$ cat src/rtl/clock_pkg.sv
// rtl/clock_pkg.sv - BCD limits and hour display mapping for the time-of-day core
package clock_pkg;

  localparam logic [7:0] SEC_MAX  = 8'h59;
  localparam logic [7:0] MIN_MAX  = 8'h59;
  localparam logic [4:0] HOUR_MAX = 5'd23;

  typedef struct packed {
    logic [3:0] ten;
    logic [3:0] one;
    logic       pm;
  } hour_disp_t;

  function automatic logic [7:0] bcd_inc(input logic [7:0] v, input logic [7:0] max);
    if (v == max) return 8'h00;
    if (v[3:0] == 4'd9) return {v[7:4] + 4'd1, 4'd0};
    return {v[7:4], v[3:0] + 4'd1};
  endfunction

  // 12 h folds 0 to 12 and 13..23 down by 12; pm always follows the internal hour
  function automatic hour_disp_t hour_map(input logic [4:0] hour, input logic fmt24);
    hour_disp_t d;
    logic [4:0] h;
    if (fmt24)                h = hour;
    else if (hour == 5'd0)    h = 5'd12;
    else if (hour > 5'd12)    h = hour - 5'd12;
    else                      h = hour;
    if (h >= 5'd20) begin
      d.ten = 4'd2;
      d.one = 4'(h - 5'd20);
    end else if (h >= 5'd10) begin
      d.ten = 4'd1;
      d.one = 4'(h - 5'd10);
    end else begin
      d.ten = 4'd0;
      d.one = 4'(h);
    end
    d.pm = (hour >= 5'd12);
    return d;
  endfunction

endpackage

$ cat src/rtl/key_debounce.sv
// rtl/key_debounce.sv - pushbutton synchronizer, debounce filter and press pulse
module key_debounce #(
  parameter int DEBOUNCE = 200_000
) (
  input  logic Clk,
  input  logic reset,
  input  logic key_n,
  output logic pulse
);

  localparam int CW = $clog2(DEBOUNCE + 1);

  logic          sync1;
  logic          sync2;
  logic          level;
  logic [CW-1:0] cnt;

  // level follows sync2 only after DEBOUNCE consecutive cycles of disagreement
  always_ff @(posedge Clk) begin
    if (reset) begin
      sync1 <= 1'b1;
      sync2 <= 1'b1;
      level <= 1'b1;
      cnt   <= '0;
      pulse <= 1'b0;
    end else begin
      sync1 <= key_n;
      sync2 <= sync1;
      pulse <= 1'b0;
      if (sync2 == level) begin
        cnt <= '0;
      end else if (cnt == CW'(DEBOUNCE - 1)) begin
        level <= sync2;
        cnt   <= '0;
        pulse <= ~sync2;
      end else begin
        cnt <= cnt + 1'b1;
      end
    end
  end

endmodule

$ cat src/rtl/bcd_timekeeper.sv
// rtl/bcd_timekeeper.sv - 1 Hz prescaler, BCD time counters, set mode and display registers
module bcd_timekeeper
  import clock_pkg::*;
#(
  parameter int TICK_DIV = 10_000_000,
  parameter int DEBOUNCE = 200_000
) (
  input  logic       ADC_CLK_10,
  input  logic       Reset,
  input  logic [1:0] SW,
  input  logic [1:0] KEY,
  output logic [3:0] hourten,
  output logic [3:0] hourone,
  output logic [3:0] mintens,
  output logic [3:0] minones,
  output logic       colon,
  output logic       pm,
  output logic       sec_tick
);

  localparam int PW = (TICK_DIV > 2) ? $clog2(TICK_DIV) : 1;

  logic [PW-1:0] presc;
  logic [7:0]    sec_bcd;
  logic [7:0]    min_bcd;
  logic [4:0]    hour;
  logic          set_mode;
  logic          tick;
  logic          tick_d;
  logic          min_pulse;
  logic          hour_pulse;
  hour_disp_t    disp;
  hour_disp_t    disp_rst;

  key_debounce #(.DEBOUNCE(DEBOUNCE)) u_key_min (
    .Clk   (ADC_CLK_10),
    .reset (Reset),
    .key_n (KEY[0]),
    .pulse (min_pulse)
  );

  key_debounce #(.DEBOUNCE(DEBOUNCE)) u_key_hour (
    .Clk   (ADC_CLK_10),
    .reset (Reset),
    .key_n (KEY[1]),
    .pulse (hour_pulse)
  );

  assign set_mode = SW[1];
  assign tick     = !set_mode && (presc == PW'(TICK_DIV - 1));
  assign disp     = hour_map(hour, SW[0]);
  assign disp_rst = hour_map(5'd0, SW[0]);

  always_ff @(posedge ADC_CLK_10) begin
    if (Reset) begin
      presc   <= '0;
      sec_bcd <= 8'h00;
      min_bcd <= 8'h00;
      hour    <= 5'd0;
      tick_d  <= 1'b0;
    end else begin
      tick_d <= tick;
      if (set_mode) begin
        // holding presc at 0 makes the first tick after set mode a full second away
        presc   <= '0;
        sec_bcd <= 8'h00;
        if (min_pulse)  min_bcd <= bcd_inc(min_bcd, MIN_MAX);
        if (hour_pulse) hour    <= (hour == HOUR_MAX) ? 5'd0 : hour + 5'd1;
      end else if (tick) begin
        presc   <= '0;
        sec_bcd <= bcd_inc(sec_bcd, SEC_MAX);
        if (sec_bcd == SEC_MAX) begin
          min_bcd <= bcd_inc(min_bcd, MIN_MAX);
          if (min_bcd == MIN_MAX) hour <= (hour == HOUR_MAX) ? 5'd0 : hour + 5'd1;
        end
      end else begin
        presc <= presc + 1'b1;
      end
    end
  end

  // sec_tick is delayed to line up with the display showing the new second
  always_ff @(posedge ADC_CLK_10) begin
    if (Reset) begin
      hourten  <= disp_rst.ten;
      hourone  <= disp_rst.one;
      mintens  <= 4'd0;
      minones  <= 4'd0;
      pm       <= 1'b0;
      colon    <= 1'b1;
      sec_tick <= 1'b0;
    end else begin
      hourten  <= disp.ten;
      hourone  <= disp.one;
      mintens  <= min_bcd[7:4];
      minones  <= min_bcd[3:0];
      pm       <= disp.pm;
      colon    <= set_mode || (presc < PW'(TICK_DIV / 2));
      sec_tick <= tick_d;
    end
  end

endmodule

$ cat config.mk
export PLATFORM = sky130hd
export DESIGN_NAME = bcd_timekeeper
export DESIGN_NICKNAME = d
export VERILOG_FILES = /design/src/rtl/clock_pkg.sv /design/src/rtl/key_debounce.sv /design/src/rtl/bcd_timekeeper.sv
export SDC_FILE = /design/constraint.sdc
export NUM_CORES = 1
export LEC_CHECK = 0
export CORE_UTILIZATION = 40
export DETAILED_ROUTE_END_ITERATION = 10
export HOLD_SLACK_MARGIN = 0.1
export PLACE_DENSITY_LB_ADDON = 0.12
export SYNTH_ARGS = -nofsm -noshare
export SYNTH_HDL_FRONTEND = slang
export SYNTH_HIERARCHICAL = 1
export SYNTH_SLANG_ARGS = --single-unit
$ cat constraint.sdc
create_clock -name ADC_CLK_10 -period 4.9 [get_ports ADC_CLK_10]
set_clock_uncertainty 0.2 [all_clocks]
set_input_delay 0.735 -clock ADC_CLK_10 [delete_from_list [all_inputs] [get_ports ADC_CLK_10]]
set_output_delay 0.735 -clock ADC_CLK_10 [all_outputs]
set_load 0.005 [all_outputs]
# Word level (Yosys, flattened, before mapping)
# Index checks and enable logic that the tools add are counted.
[totals] ff_bits=109 in_bits=6 out_inout_bits=19 elab_cells=141
[op_classes] n_addsub=13 n_lt_le_gt_ge=7 eq_ne=13 n_mux=57 n_bitwise=6 n_reduce_logical=21
[ops] cell="2-to-1 mux 8 bit" count=14
[ops] cell="2-to-1 mux 5 bit" count=11
[ops] cell="adder 18 x 1 -> 18 bit (second input constant)" count=2
[ops] cell="equality test 18 bit (second input constant)" count=2
[ops] cell="2-to-1 mux 1 bit" count=27
[ops] cell="adder 24 x 1 -> 24 bit (second input constant)" count=1
[ops] cell="equality test 24 bit (second input constant)" count=1
[ops] cell="less-than comparator 24 x 23 -> 1 bit (second input constant)" count=1
[ops] cell="adder 4 x 1 -> 4 bit (second input constant)" count=4
[ops] cell="equality test 8 x 7 -> 1 bit (second input constant)" count=2
[ops] cell="greater-or-equal comparator 5 x 4 -> 1 bit (second input constant)" count=3
[ops] cell="OR reduction 3 bit" count=5
[ops] cell="2-to-1 mux 4 bit" count=3
[ops] cell="2-to-1 mux 6 bit" count=2
[ops] cell="greater-or-equal comparator 5 bit (second input constant)" count=2
[ops] cell="equality test 4 bit (second input constant)" count=2
[ops] cell="nonzero test 2 bit" count=4
[ops] cell="subtractor 4 x 3 -> 4 bit (second input constant)" count=2
[ops] cell="subtractor 4 bit (second input constant)" count=2
[ops] cell="inverter 1 bit" count=6
[ops] cell="AND reduction 2 bit" count=3
[ops] cell="adder 5 x 1 -> 5 bit (second input constant)" count=1
[ops] cell="equality test 5 bit (second input constant)" count=1
[ops] cell="greater-than comparator 5 x 4 -> 1 bit (second input constant)" count=1
[ops] cell="13 further kinds" count=15

# Logic depth before layout (Yosys ltp)
# Gate-level depths: netlist of the first run.
[logic_depth] depth_word=16 ltp_mapped=12 mapped_depth_nobuf=11

# By module
# Netlist of the first run, hierarchy kept.
[modules_own_cells] module="bcd_timekeeper" n_inst=1 cells_each=341 area_each_um2=2970.3 seq_area_each_um2=1261.2
[modules_own_cells] module="key_debounce at u_key_hour" n_inst=1 cells_each=113 area_each_um2=1047.3 seq_area_each_um2=440.4
[modules_own_cells] module="key_debounce at u_key_min" n_inst=1 cells_each=105 area_each_um2=963.4 seq_area_each_um2=440.4

# Least setup slack after synthesis of the first run
# OpenSTA, ideal clock, no wires.
[synth_timing] path_kind="input to register" start="input port SW[0]" end="register hourone[1]" setup_ns=0.122 t_arrival_ns=2.327 required_time_ns=4.578 path_slack_ns=2.251 stages=9 n_path_buf=1 cell_sequence="clkbuf_1 > o21bai_1 > a211o_1 > inv_1 > ha_1 > a21oi_1 > a211oi_1 > o211ai_1 > o311a_1"
[synth_between] elab_chain_len=5 word_cells_on_any_way=13 cone_classes="add/sub: 2; order compare: 4; mux: 7"
[synth_lines] element="start: declaration" line_no="bcd_timekeeper.sv:10" source="input logic [1:0] SW,"
[synth_lines] element="2-to-1 mux 5 bit / 2-to-1 mux 4 bit (equally long branches)" line_no="clock_pkg.sv:24" source="if (fmt24) h = hour;"
[synth_lines] element="subtractor 4 bit / greater-or-equal comparator 5 x 4 -> 1 bit (equally long branches)" line_no="clock_pkg.sv:33, clock_pkg.sv:31"
[synth_lines] element="2-to-1 mux 5 bit" line_no="clock_pkg.sv:31" source="end else if (h >= 5'd10) begin"
[synth_lines] element="2-to-1 mux 6 bit" line_no="clock_pkg.sv:28" source="if (h >= 5'd20) begin"
[synth_lines] element="2-to-1 mux 4 bit *" line_no="bcd_timekeeper.sv:84" source="if (Reset) begin"
[synth_lines] element="end signal: assignment" line_no="bcd_timekeeper.sv:86" source="hourone <= disp_rst.one;"
[synth_lines] element="end signal: assignment" line_no="bcd_timekeeper.sv:94" source="hourone <= disp.one;"
[synth_lines] element="end: declaration" line_no="bcd_timekeeper.sv:13" source="output logic [3:0] hourone,"
# Every way passes the cells marked *; elsewhere a longest branch is shown, timed or not.
# A chain may end at the register's enable or synchronous reset.

# Worst setup path in the final report of the first run
# Ends and elaborated chain as after synthesis.

==> summary.md, run 1 <==
| Metric | Value |
|---|---|
| Dpl ws | `between 1.5 and 2 ns` |
| CTS Sinks | `107` |
| Core Box Area | `12,100 sq um` |
| HP Class | `reg2reg` |
| DRT Wirelength | `roughly 9300 um` |
| Die X | `between 100 and 150 um` |
| Setup Viol. Count Final | `0` |
| Worst Tran Pin Value | `0.726 ns` |
| Final Hold Violating Endpoints | `0` |
| Most common cell in the netlist | `dfxtp_1` |
| Sequential share of the synthesized area | `43.0%` |
| RSZ-0062 raised after global routing | `false` |
| Initial Util | `41.3%` |
| IO Count | `25` |
| R2R Path Start | `hour[1]$_SDFFE_PP0P_` |
| Switching power | `0.343 mW` |
| Antenna violations before repair | `0` |
| Top cells by count, synth | `107 x dfxtp_1, 91 x nor2_1, 35 x nand2_1` |
| Worst relative slew slack | `51.5%` |
| Port Buf Inserts | `22` |
| Clock power share | `43.5%` |
| Synth Register Bits | `107` |
| Residual DRC count | `0` |
| Post-synth EDFFs | `0` |
| Pwr Density | `approximately 290 nW/um^2` |
| Vias in the first global route | `3,544` |
| Fin Setup TNS | `0 ns` |
| Root Driver | `clkbuf_16` |
| GPL Wtd Cong | `~0.78` |
| Maximum VDD drop | `~0.17 mV` |
| Synthesized area per cell | `8.91 sq um` |
| Postcts setup bufs | `0` |
| Worst hold slack | `0.209 ns` |
| Synthesis Warnings | `6` |
| FMAX | `346 MHz` |
| Placed insts | `735` |
| Hold EP | `u_key_min/sync2$_SDFF_PP1_` |
| Final ANT Viol Nets | `0` |
| Final #Nets | `599` |
| Final core utilization | `~47%` |
| Int Pwr | `1.28 mW` |
| Fraction of layout cells with a size suffix above 1 | `under 10%` |
| Post-synthesis instance total | `559` |
| Post-synthesis to final-layout area growth | `13.0%` |
| Post_cts resized | `0` |
| Wire per inst | `between 10 and 15 um` |
| Vias per inst | `roughly 5.1` |
| Vias | `3,811` |
| Ys flop type | `dfxtp_1` |
| Period utilization | `between 50% and 60%` |
| Min cycle time layout | `a little under 3 ns` |
| CP Capture Type | `flop` |
| Final Max Tran Viols | `0` |
| Async set-reset flop share out of synthesis | `0%` |
| H-tree Lvls | `3` |
| Antenna fix cells | `0` |
| CP max FO | `10` |
| Largest net degree at the start of global routing | `42` |
| Switching power share of the total | `21.2%` |
| Largest cells by area after synthesis | `dfxtp_1 43%, nor2_1 6.9%, xnor2_1 5.8%, xor2_1 3.9%, ha_1 3.8%` |
| Skew-Pair Late Insertion Delay | `0.35 ns` |
| Final Non-Filler Cells | `about 750` |
| Yosys cell types | `between 60 and 70` |
| Setup CP Type | `in2reg` |
| GRT Total Usage | `16.2%` |
| Max cap viols | `0` |
| Final WS setup | `2.01 ns` |
| Critical Path RT | `4.94 ns` |
| Grt ovf | `0` |
| Cell Area, Synth | `about 5000 sq um` |
| Hold path start | `u_key_min/sync1$_SDFF_PP1_` |
| Comb power frac | `2.4%` |
| Die area | `about 13,000 sq um` |
| Placement Cell Area | `5340 sq um` |
| Cell Rows | `40` |
| TritonRoute pass-1 iters | `4` |
| Reg2Reg Depth | `11` |
| Clock-pin slew on the worst setup and hold paths | `0.07 ns` |
| Detailed Route Iter0 Violations | `227` |
| Status | `finished, final reports clean` |
| Yosys top cell area share | `43.0%` |
| CTS tree | `built` |
| DIE HEIGHT | `114 um` |
| Post-DP HPWL | `6520 um` |
| Clock Path Buffers | `2` |
| Reg-to-Reg End | `hourone[1]$_DFF_P_` |
| CP Launch Type | `input pin` |
| Hold path depth | `1` |
| Register share of total power | `between 50% and 60%` |
| Design area | `5630 sq um` |
| R2r setup slk | `~2.1 ns` |
| First-pass GRT wire length | `about 17,000 um` |
| CTS buffer count | `9` |
| Tot Pwr | `1.62 mW` |
| Area leader, netlist | `dfxtp_1` |
| Pleak | `1.87 nW` |
| CP arrival | `2.93 ns` |
| Hold-fix buffers, CTS | `0` |
## sequential cells by signal, indices dropped and copies added (netlist names), 2 cells and up
| name | count |
|---|---|
| hour | 5 |
| hourone | 4 |
| hourten | 2 |
| min_bcd | 8 |
| minones | 4 |
| mintens | 4 |
| presc | 24 |
| sec_bcd | 8 |
| u_key_hour/cnt | 18 |
| u_key_min/cnt | 18 |
## logic make-up after synthesis
logic type,count (synthesis),synth area share (%)
mux,8,1.63
xor+xnor,55,9.67
flops,107,43.0
buf+inv,43,3.74
fa+ha+maj,15,3.77
simple gates,263,28.8
compound gates,67,9.32
other cells,1,0.0753
## cell usage in the layout (no fill, tap or decap), types with 3 or more instances in the layout
cell type        synthesis  layout
a211oi_1                 3       3
a21oi_1                 19      19
a31o_2                   3       3
and3_1                   7       7
and3b_1                  3       3
and4bb_2                 3       3
clkbuf_16                0       9
clkbuf_8                 0       3
clkdlybuf4s50_1          0      22
dfxtp_1                107     107
ha_1                    15      15
inv_1                   27      27
mux2i_1                  7       7
nand2_1                 35      35
nand3_1                 28      28
nand4_1                 15      15
nor2_1                  91      91
nor2b_1                  7       7
nor3_1                  23      23
nor4_1                   5       5
nor4_2                   5       5
nor4b_1                  4       4
o21a_1                   3       3
o21ai_0                 14      14
o31a_1                   3       3
or2_2                    6       6
or3_1                    6       6
or4_4                    3       3
xnor2_1                 33      33
xor2_1                  22      22
## worst max path at each step
stage,start,end,slack [ns]
floorplan,SW[0],hourone[1]$_DFF_P_,2.25
detailed placement,SW[0],hourone[1]$_DFF_P_,1.66
CTS,SW[0],hourone[1]$_DFF_P_,2.04
finish,SW[0],hourone[1]$_DFF_P_,2.01
global route,hour[1]$_SDFFE_PP0P_,hourone[1]$_DFF_P_,1.90
global placement,SW[0],hourone[1]$_DFF_P_,1.73
## per-layer routing
metal	global-route usage [%]	wire, um
met5	0	0
met4	5.35	117
met3	5.31	322
met2	25.5	4240
met1	20.9	4610
## worst max-delay path, stage by stage
cell and delay (ns):
clkdlybuf4s50_1 0.57, o21bai_1 0.23, a211o_1 0.35, inv_1 0.14, ha_1 0.16, a21oi_1 0.07, a211oi_1 0.39, o211ai_1 0.15
o311a_1 0.13
## area by class of cell
cell class	count	area, sq um
multi-input combinational	410	2660
fill	1149	6430
sequential	107	2140
timing repair buffer	23	228
clock inverter	3	21.3
tap	168	210
inverter	27	101
clock buffer	13	270
## power groups by stage
stage                     Combinational (mW)  Sequential (mW)  Clock [mW]
after CTS                             0.0394            0.876       0.735
after global routing                  0.0432            0.876       0.772
after global placement                0.0384            0.896           0
after floorplan                       0.0243            0.896           0
final                                 0.0388            0.876       0.704
after detailed placement              0.0393            0.896           0
(Power assumes the default switching activity.)
==> inputs of run 2 (changes only) <==
Clock period 4.9 ns to 2.6 ns, I/O delays scaled along.
==> run 2 against run 1 <==
  * Cell area up 5.3%
  * Setup slack worse by 1.9 ns
  * Sequential power up 88%
  * Core utilization up 2.5 points
  * Clock-buffer cell count down 2
  * Cell count up 4.4%
  * Total power up 92%
  * Register-to-register slack worse by 2.0 ns
  * Global-route usage about the same
  * Sequential cell count unchanged
==> summary.md, run 2 (same netlist as run 1, synthesis figures left out) <==
| Metric | Value |
|---|---|
| Status | `finished, final reports clean` |
| GRT Total Usage | `16.2%` |
| Crit path largest cell delay | `0.57 ns` |
| Final #Nets | `roughly 630` |
| Post-DP HPWL | `6800 um` |
| Most frequent cells in the layout | `106 x dfxtp_1, 91 x nor2_1, 35 x nand2_1` |
| Filler instances | `1,199` |
| Antenna violations before repair | `0` |
| GPL Wtd Cong | `0.811` |
| DRT Wirelength | `between 9000 and 10,000 um` |
| Grt ovf | `0` |
| Placement Cell Area | `5580 sq um` |
| Clock Path Buffers | `2` |
| Design area | `5930 sq um` |
| Register area | `2140 sq um` |
| Die X | `114 um` |
| Initial Util | `41.3%` |
| Vias per inst | `about 5.1` |
| Reg2Reg Depth | `8` |
| TritonRoute pass-1 iters | `5` |
| Core Box Area | `12,100 sq um` |
| Final Non-Filler Cells | `784` |
| Comb power frac | `2.9%` |
| First-pass GRT wire length | `16,700 um` |
| Critical path cell sequence | `ha_1, nand2_1, or4_4, nor4_4, o21ai_1, buf_4, or3_1, a21oi_1` |
| Crit path to | `min_bcd[4]$_SDFFE_PP0P_` |
| Buf/Inv on CP | `1` |
| CTS tree | `built` |
| HP Class | `reg2reg` |
| Die area | `roughly 13,000 sq um` |
| R2R Path Start | `presc[0]$_SDFF_PP0_` |
| Post-synthesis to final-layout area growth | `19.0%` |
| Switching power share of the total | `20.9%` |
| Placed insts | `765` |
| DIE HEIGHT | `between 100 and 150 um` |
| Final Max Tran Viols | `0` |
| Port Buf Inserts | `22` |
| Worst relative slew slack | `66.8%` |
| Clock power share | `between 40% and 50%` |
| Critical Path RT | `2.69 ns` |
| H-tree Lvls | `3` |
| Setup CP Type | `reg2reg` |
| CP Launch Type | `flop` |
| Residual DRC count | `0` |
| Hold path depth | `1` |
| Largest regs | `presc x24, u_key_hour/cnt x18, u_key_min/cnt x18` |
| Period utilization | `95.0%` |
| Maximum VDD drop | `between 0.3 and 0.4 mV` |
| Skew-Pair Late Insertion Delay | `0.35 ns` |
| CP max FO | `5` |
| Max cap viols | `0` |
| Wire per inst | `12.5 um` |
| Final ANT Viol Nets | `0` |
| CP Capture Type | `flop` |
| Slowest stage cell, crit path | `or4_4` |
| Worst Tran Pin Value | `0.497 ns` |
| Vias in the first global route | `~3,700` |
| Register share of total power | `a little over half` |
| Int Pwr | `2.46 mW` |
| Final Hold Violating Endpoints | `0` |
| Pleak | `2.05 nW` |
| Largest register FFs | `24` |
| Multi-input logic area | `2680 sq um` |
| Tot Pwr | `3.11 mW` |
| Detailed Route Iter0 Violations | `128` |
| Cell family contributing the most delay on the critical path | `simple AND/OR/NAND/NOR gates` |
| Largest net degree at the start of global routing | `24` |
| Reg-to-Reg End | `min_bcd[4]$_SDFFE_PP0P_` |
| Cell Rows | `40` |
| CTS Sinks | `between 100 and 150` |
| Root Driver | `clkbuf_16` |
| Hold path start | `u_key_min/sync1$_SDFF_PP1_` |
| IO Count | `25` |
| R2r setup slk | `0.13 ns` |
| CTS buffer count | `9` |
| Hold-fix buffers, CTS | `0` |
| Largest Register | `presc` |
| Setup Viol. Count Final | `0` |
| Pwr Density | `around 520 nW/um^2` |
| Critical Path Source | `presc[0]$_SDFF_PP0_` |
| Clock-pin slew on the worst setup and hold paths | `0.07 ns` |
| Switching power | `0.649 mW` |
| Fraction of layout cells with a size suffix above 1 | `13.8%` |
| Vias | `3,979` |
| FMAX | `405 MHz` |
| CP arrival | `2.56 ns` |
| Commonest non-fill, non-tap cell in the layout | `dfxtp_1` |
| Min cycle time layout | `2.47 ns` |
| Levels on crit path | `8` |
| Antenna fix cells | `0` |
-- run 2: cell types whose count changed in the layout (fill, tap and decap cells not counted), moves of 2 or more --
cell	before	now
buf_4	1	32
buf_12	0	2
clkbuf_8	3	1
clkinv_2	1	3
-- run 2: metrics by stage --
stage               setup TNS, ns  setup WS [ns]  hold slack (ns)  utilization, %
detailed placement        -0.0493        -0.0337            0.198            46.2
CTS                             0        0.00955            0.215            48.8
global route             -0.00358       -0.00358            0.225            49.1
floorplan                       0        0.00925            0.189               -
finish                          0          0.130            0.211            49.1
global placement                0         0.0174            0.193            46.2
-- run 2: timing repair --
action	in CTS	in global routing
endpoints found under the setup margin	1	9
hold endpoints to repair	0	0
buffers inserted	1	2
cloned	0	0
pin swaps	2	3
gates resized for setup	0	4
-- run 2: power by group through the flow --
stage	clock [mW]	combinational, mW	sequential, mW
finish	1.37	0.0887	1.65
global route	1.48	0.0991	1.65
CTS	1.41	0.0885	1.65
detailed placement	0	0.0884	1.69
global placement	0	0.0871	1.69
floorplan	0	0.0457	1.69
-- run 2: worst min-delay path by stage --
stage | end | slack (ns)
after CTS | u_key_min/sync2$_SDFF_PP1_ | 0.21
after floorplan | u_key_hour/sync2$_SDFF_PP1_ | 0.19
final | u_key_min/sync2$_SDFF_PP1_ | 0.21
after detailed placement | u_key_min/sync2$_SDFF_PP1_ | 0.20
after global placement | u_key_hour/sync2$_SDFF_PP1_ | 0.19
after global routing | u_key_hour/sync2$_SDFF_PP1_ | 0.22
-- run 2: worst reg2reg max path: cells and delay by family (launching register included) --
kind	cells	cell delay (ns)
flip-flops	1	0.34
AO/OA/AOI/OAI	2	0.26
adder cells (fa/ha/maj)	1	0.17
buffers and inverters	1	0.17
AND/OR/NAND/NOR	4	1.26
-- run 2: final cells by class --
class,count,area share [%]
clock buffer,11,4.10
clock inverter,5,0.887
inverter,27,1.71
multi-input combinational,410,45.1
sequential,107,36.2
tap,168,3.55
timing repair buffer,56,8.45
-- run 2: layer usage --
layer,global-route usage [%],part of all wire (%),wire (um),up-vias
met5,0,0,0,-
met4,6.49,1.6,154,0
met3,4.04,2.5,240,11
met2,25.9,45,4380,42
met1,21.1,51,4990,1880
li1,-,-,-,2046
